<file path="src/rtl/lsu_pkg.sv">
// Shared definitions for the load/store unit: funct3 encodings, FSM states,
// and the lane extract/merge helpers used by the alignment logic.
package lsu_pkg;

    localparam logic [2:0] F3_B  = 3'b000;
    localparam logic [2:0] F3_H  = 3'b001;
    localparam logic [2:0] F3_W  = 3'b010;
    localparam logic [2:0] F3_BU = 3'b100;
    localparam logic [2:0] F3_HU = 3'b101;

    typedef enum logic [2:0] {
        S_IDLE    = 3'd0,
        S_RD      = 3'd1,
        S_RD_DATA = 3'd2,
        S_WR      = 3'd3,
        S_RESP    = 3'd4
    } lsu_state_t;

    // Misaligned access or funct3 with no meaning for this direction.
    function automatic logic lsu_is_err(input logic store, input logic [2:0] f3,
                                        input logic [1:0] lane);
        logic err;
        case (f3)
            F3_B:    err = 1'b0;
            F3_H:    err = lane[0];
            F3_W:    err = (lane != 2'b00);
            F3_BU:   err = store;
            F3_HU:   err = store | lane[0];
            default: err = 1'b1;
        endcase
        return err;
    endfunction

    // Pick the addressed byte/half out of a word and sign- or zero-extend it.
    function automatic logic [31:0] lsu_extract(input logic [2:0] f3, input logic [1:0] lane,
                                                input logic [31:0] word);
        logic [7:0]  b;
        logic [15:0] h;
        logic [31:0] r;
        b = word[{lane, 3'b000} +: 8];
        h = lane[1] ? word[31:16] : word[15:0];
        case (f3)
            F3_B:    r = {{24{b[7]}}, b};
            F3_H:    r = {{16{h[15]}}, h};
            F3_BU:   r = {24'b0, b};
            F3_HU:   r = {16'b0, h};
            default: r = word;
        endcase
        return r;
    endfunction

    // Overlay the low byte/half of the store data onto the old word.
    function automatic logic [31:0] lsu_merge(input logic [2:0] f3, input logic [1:0] lane,
                                              input logic [31:0] old_word,
                                              input logic [31:0] wdata);
        logic [31:0] r;
        r = old_word;
        case (f3)
            F3_B: r[{lane, 3'b000} +: 8] = wdata[7:0];
            F3_H: begin
                if (lane[1]) r[31:16] = wdata[15:0];
                else         r[15:0]  = wdata[15:0];
            end
            default: r = wdata;
        endcase
        return r;
    endfunction

endpackage

</file>
<file path="src/rtl/lsu_lane_align.sv">
// Combinational lane alignment: extended load data and read-modify-write merge.
module lsu_lane_align
    import lsu_pkg::*;
#(
    parameter int DATA_W = 32
)
(
    input  logic [2:0]        funct3_i,
    input  logic [1:0]        lane_i,
    input  logic [DATA_W-1:0] rd_word_i,
    input  logic [DATA_W-1:0] wdata_i,
    output logic [DATA_W-1:0] load_data_o,
    output logic [DATA_W-1:0] merged_o
);

    assign load_data_o = lsu_extract(funct3_i, lane_i, rd_word_i);
    assign merged_o    = lsu_merge(funct3_i, lane_i, rd_word_i, wdata_i);

endmodule

</file>
<file path="src/rtl/load_store_unit.sv">
// Memory stage: one RV32I load/store per handshake against a single-port,
// byte-enable-less word memory. Sub-word stores are read-modify-write.
module load_store_unit
    import lsu_pkg::*;
#(
    parameter int ADDR_W = 32,
    parameter int DATA_W = 32
)
(
    input  logic              clk,
    input  logic              reset,
    input  logic              req_valid,
    output logic              req_ready,
    input  logic              req_store,
    input  logic [2:0]        req_funct3,
    input  logic [ADDR_W-1:0] req_addr,
    input  logic [DATA_W-1:0] req_wdata,
    output logic              resp_valid,
    input  logic              resp_ready,
    output logic [DATA_W-1:0] resp_rdata,
    output logic              resp_err,
    output logic [ADDR_W-1:0] m_addr,
    output logic [DATA_W-1:0] m_wr_dat,
    output logic              mem_rd_en,
    output logic              mem_wr_en,
    input  logic [DATA_W-1:0] m_rd_dat
);

    lsu_state_t        state_q, state_d;
    logic              xfer, req_err;
    logic [2:0]        funct3_q;
    logic              store_q;
    logic [1:0]        lane_q;
    logic [DATA_W-1:0] wdata_q;
    logic [ADDR_W-1:0] m_addr_q, m_addr_d;
    logic [DATA_W-1:0] m_wr_dat_q, m_wr_dat_d;
    logic              mem_rd_en_q, mem_rd_en_d;
    logic              mem_wr_en_q, mem_wr_en_d;
    logic              resp_valid_q, resp_valid_d;
    logic [DATA_W-1:0] resp_rdata_q, resp_rdata_d;
    logic              resp_err_q, resp_err_d;
    logic [DATA_W-1:0] load_data, merged_data;

    // Ready is withheld while reset is held so nothing is accepted during reset.
    assign req_ready = (state_q == S_IDLE) && !reset;
    assign xfer      = req_valid && req_ready;
    assign req_err   = lsu_is_err(req_store, req_funct3, req_addr[1:0]);

    assign m_addr     = m_addr_q;
    assign m_wr_dat   = m_wr_dat_q;
    assign mem_rd_en  = mem_rd_en_q;
    assign mem_wr_en  = mem_wr_en_q;
    assign resp_valid = resp_valid_q;
    assign resp_rdata = resp_rdata_q;
    assign resp_err   = resp_err_q;

    lsu_lane_align #(.DATA_W(DATA_W)) u_align (
        .funct3_i    (funct3_q),
        .lane_i      (lane_q),
        .rd_word_i   (m_rd_dat),
        .wdata_i     (wdata_q),
        .load_data_o (load_data),
        .merged_o    (merged_data)
    );

    // Capture request fields on transfer; pure data, no reset needed.
    always_ff @(posedge clk) begin
        if (xfer) begin
            funct3_q <= req_funct3;
            store_q  <= req_store;
            lane_q   <= req_addr[1:0];
            wdata_q  <= req_wdata;
        end
    end

    // Next-state and registered-output decode; strobes default low so each lasts one cycle.
    always_comb begin
        state_d      = state_q;
        m_addr_d     = m_addr_q;
        m_wr_dat_d   = m_wr_dat_q;
        mem_rd_en_d  = 1'b0;
        mem_wr_en_d  = 1'b0;
        resp_valid_d = resp_valid_q;
        resp_rdata_d = resp_rdata_q;
        resp_err_d   = resp_err_q;
        case (state_q)
            S_IDLE: begin
                if (xfer) begin
                    if (req_err) begin
                        state_d      = S_RESP;
                        resp_valid_d = 1'b1;
                        resp_err_d   = 1'b1;
                        resp_rdata_d = '0;
                    end else begin
                        m_addr_d = {2'b00, req_addr[ADDR_W-1:2]};
                        if (req_store && (req_funct3 == F3_W)) begin
                            state_d     = S_WR;
                            mem_wr_en_d = 1'b1;
                            m_wr_dat_d  = req_wdata;
                        end else begin
                            state_d     = S_RD;
                            mem_rd_en_d = 1'b1;
                        end
                    end
                end
            end
            S_RD:      state_d = S_RD_DATA;
            S_RD_DATA: begin
                if (store_q) begin
                    state_d     = S_WR;
                    m_wr_dat_d  = merged_data;
                    mem_wr_en_d = 1'b1;
                end else begin
                    state_d      = S_RESP;
                    resp_valid_d = 1'b1;
                    resp_err_d   = 1'b0;
                    resp_rdata_d = load_data;
                end
            end
            S_WR: begin
                state_d      = S_RESP;
                resp_valid_d = 1'b1;
                resp_err_d   = 1'b0;
                resp_rdata_d = '0;
            end
            S_RESP: begin
                if (resp_ready) begin
                    state_d      = S_IDLE;
                    resp_valid_d = 1'b0;
                    resp_err_d   = 1'b0;
                    resp_rdata_d = '0;
                end
            end
            default: state_d = S_IDLE;
        endcase
    end

    // State and output registers; reset aborts any in-flight access immediately.
    always_ff @(posedge clk or posedge reset) begin
        if (reset) begin
            state_q      <= S_IDLE;
            m_addr_q     <= '0;
            m_wr_dat_q   <= '0;
            mem_rd_en_q  <= 1'b0;
            mem_wr_en_q  <= 1'b0;
            resp_valid_q <= 1'b0;
            resp_rdata_q <= '0;
            resp_err_q   <= 1'b0;
        end else begin
            state_q      <= state_d;
            m_addr_q     <= m_addr_d;
            m_wr_dat_q   <= m_wr_dat_d;
            mem_rd_en_q  <= mem_rd_en_d;
            mem_wr_en_q  <= mem_wr_en_d;
            resp_valid_q <= resp_valid_d;
            resp_rdata_q <= resp_rdata_d;
            resp_err_q   <= resp_err_d;
        end
    end

endmodule

</file>
<file path="config.mk">
export PLATFORM = sky130hd
export DESIGN_NAME = load_store_unit
export DESIGN_NICKNAME = d
export VERILOG_FILES = /design/src/rtl/lsu_pkg.sv /design/src/rtl/lsu_lane_align.sv /design/src/rtl/load_store_unit.sv
export SDC_FILE = /design/constraint.sdc
export NUM_CORES = 1
export LEC_CHECK = 0
export ABC_AREA = 1
export CAP_MARGIN = 25
export CORE_MARGIN = 2
export CORE_UTILIZATION = 46
export DETAILED_ROUTE_END_ITERATION = 10
export GPL_TIMING_DRIVEN = 1
export HOLD_SLACK_MARGIN = 0.1
export PLACE_DENSITY = 0.81
export SLEW_MARGIN = 20
export SYNTH_ARGS = -nofsm -noshare
export SYNTH_HDL_FRONTEND = slang
export SYNTH_HIERARCHICAL = 1
export SYNTH_SLANG_ARGS = --single-unit
</file>
<file path="constraint.sdc">
create_clock -name clk -period 3.3 [get_ports clk]
set_input_delay 0.495 -clock clk [delete_from_list [all_inputs] [get_ports clk]]
set_output_delay 0.495 -clock clk [all_outputs]
set_load 0.05 [all_outputs]
</file>
==> impl_metrics.ini <==
[synthesis]
synth.cell_area_um2 = 8620
synth_cells = 1260
syn-mean-instance-area_um2 = 6.84
ys_ff_latch = 139
ys_seq_area_share_pct = 42.6
yosysUniqueCellTypes = 31
yosysWarnings = 6

[sta]
setup_viol = 0
tightestPinTransition_ns = 0.827
rsz0062_at_grt = false
finalHoldViolations = 0
fin_ws_ns = 0.668
timing.final.crit_share_pct = 79.8
fmax_mhz = 380
fin_tns_setup_ns = 0
fin_skew_ns = 0.00830
min_period_ns = 2.63
slew_viol_final = 0
slew-limit-headroom_pct = 44.7

[route]
viasPerCell = 5.26
firstDrtPassIters = 7
drc = 0
dr_total_vias = 8805
final_antenna_net_count = 0
routed_wl_um = 26500
wl_per_cell_um = 15.8
drtIter0Drc = 984

[power]
ir_drop_uv = 625
p_total_w = 0.00844
p_leak_nw = 5.70
p_per_area_nw_per_um2 = 748

[worst_setup_path]
cp.required_ns = 2.80
cp_slowest_stage_delay_ns = 0.81
crit_chain = nor2_4 > nand2_1 > nor2_1 > clkdlybuf4s50_1
cp.arrival_ns = 2.14
crit_slowest_cell = clkdlybuf4s50_1
rr_worst_depth = 10
endpoint_kind = output port
crit_type = reg -> out
critPathMaxFanout = 5
cp-start-kind = register

[min_path]
min_delay_path_depth = 2
min_path_type = reg -> reg

[clock_tree]
cts_tree = built
cts_made_buffers = 17
root_buffer = clkbuf_16
clk_latency_ns = 0.42
htree_levels = 4
post_cts_buffers = 0
clk_pin_slew_ns = 0.06
ctsHoldBuffers = 0
clock_path_buffers = 2
cts_resized = 0
clkSinkCount = 139

[run_status]
status = completed

[cells_and_area]
n_fill_cell = 1697
syn_to_final_growth_pct = 30.8
layout-drive-gt1-share_pct = 5.70
nets = 1534

[placement]
routabilityCongestion = 0.934
place_ws_ns = 0.762
dp_hpwl_um = 18600
numPortBuffers = 202

[flow_run]
drv_cap = 0

[global_route]
overflow = 0
antenna_found_initial = 1
grt_pass1_vias = 8176
grt_usage_pct = 26.9
grt_max_degree = 102
grt_pass1_wl_um = 42600

[floorplanning]
start_util_pct = 46.5
rows = 50
die_w_um = 141
die_y_um = 141
io_pins = 205
die-area_um2 = 19800
core_um2 = 18500
[routing by layer]
metal	global-route usage (%)	part of all wire, %	vias to the layer above	routed length [µm]
met3	5.06	7.6	69	2020
met5	0	0	-	0
met4	11.3	3.6	0	950
met2	40.6	45	414	12000
li1	-	-	4284	-
met1	38.1	44	4038	11600
[sequential cells by signal, indices dropped and copies added, names as in the netlist]
register and flops:
mem_rd_en 1, lane_q 2, resp_err 1, store_q 1, mem_wr_en 1, funct3_q 3
resp_valid 1, resp_rdata 32, wdata_q 32, state_q 3, m_addr 30, m_wr_dat 32
[final timing paths]
| kind | end | slack [ns] | from |
|---|---|---|---|
| max in group asynchronous | m_addr[22] | 2.09 | reset |
| min in group asynchronous | resp_rdata[2] | 0.69 | reset |
| hold reg to reg | m_addr[15] | 0.47 | m_addr[15] |
| setup / recovery | req_ready | 0.67 | state_q[2] |
| setup reg to reg | resp_rdata[19] | 0.92 | lane_q[1] |
| hold / removal | m_addr[15] | 0.47 | m_addr[15] |
[cells in the mapped netlist (all sizes together)]
cell | number | area share, %
a21oi | 14 | 0.81
a22oi | 7 | 0.61
buf | 50 | 3.5
clkbuf | 27 | 1.2
clkinv | 2 | 0.087
conb | 1 | 0.044
dfrtp | 101 | 29
edfxtp | 38 | 13
ha | 5 | 0.73
inv | 117 | 5.1
nand2 | 485 | 21
nand3 | 216 | 13
nand3b | 1 | 0.13
nand4 | 1 | 0.073
nor2 | 131 | 6.0
nor3 | 2 | 0.30
o211ai | 1 | 0.15
o21ai | 19 | 1.1
o21bai | 35 | 3.0
or2 | 7 | 0.51
[through the flow]
stage               util (%)  std cells  cell area [µm²]  hold WS, ns
finish                  60.9       1673            11300        0.469
global route            60.9       1673            11300        0.487
CTS                     60.9       1672            11300        0.473
detailed placement      57.8       1640            10700        0.458
global placement        57.8       1640            10700        0.453
floorplan                  -       1261             8620        0.574
[cell type report]
type	instances	area (µm²)	area share, %
multi-input cells	926	4120	36.5
flip-flops and latches	139	3670	32.5
repair buffers	222	2180	19.4
clock buffers	19	453	4.02
inverters	119	449	3.98
well taps	234	293	2.60
clock inverters	13	109	0.965
diodes	1	2.50	0.0222
[cells in the final DEF (no fill, tap or decap), drive strengths merged, types with 9 or more instances in the layout]
cell type      instances
o21ai                 19
a21oi                 14
buf                   20
nor2                 131
nand2                485
edfxtp                38
clkbuf                19
clkinv                 9
clkdlybuf4s50        202
inv                  122
nand3                216
o21bai                35
dfrtp                101
[worst max-delay path, delay by kind of cell (launching register included)]
| kind | cells | cell delay [ns] |
|---|---|---|
| DFF | 1 | 0.49 |
| and+or+nand+nor | 3 | 0.42 |
| buffers and inverters | 1 | 0.81 |
[power breakdown]
group / total (W) / internal, W / switching (W) / leakage, nW
registers: 0.00250 / 0.00223 / 0.000272 / 1.67
clock network: 0.00183 / 0.00102 / 0.000807 / 0.277
logic: 0.00411 / 0.00123 / 0.00287 / 3.75
[cell families after synthesis]
kind of cell    synth area share, %
compound gates                 5.76
simple gates                   41.1
buf+inv                        9.83
fa+ha+maj                     0.726
other cells                  0.0435
flops                          42.6
No activity file was read; power rests on OpenSTA's default activity.
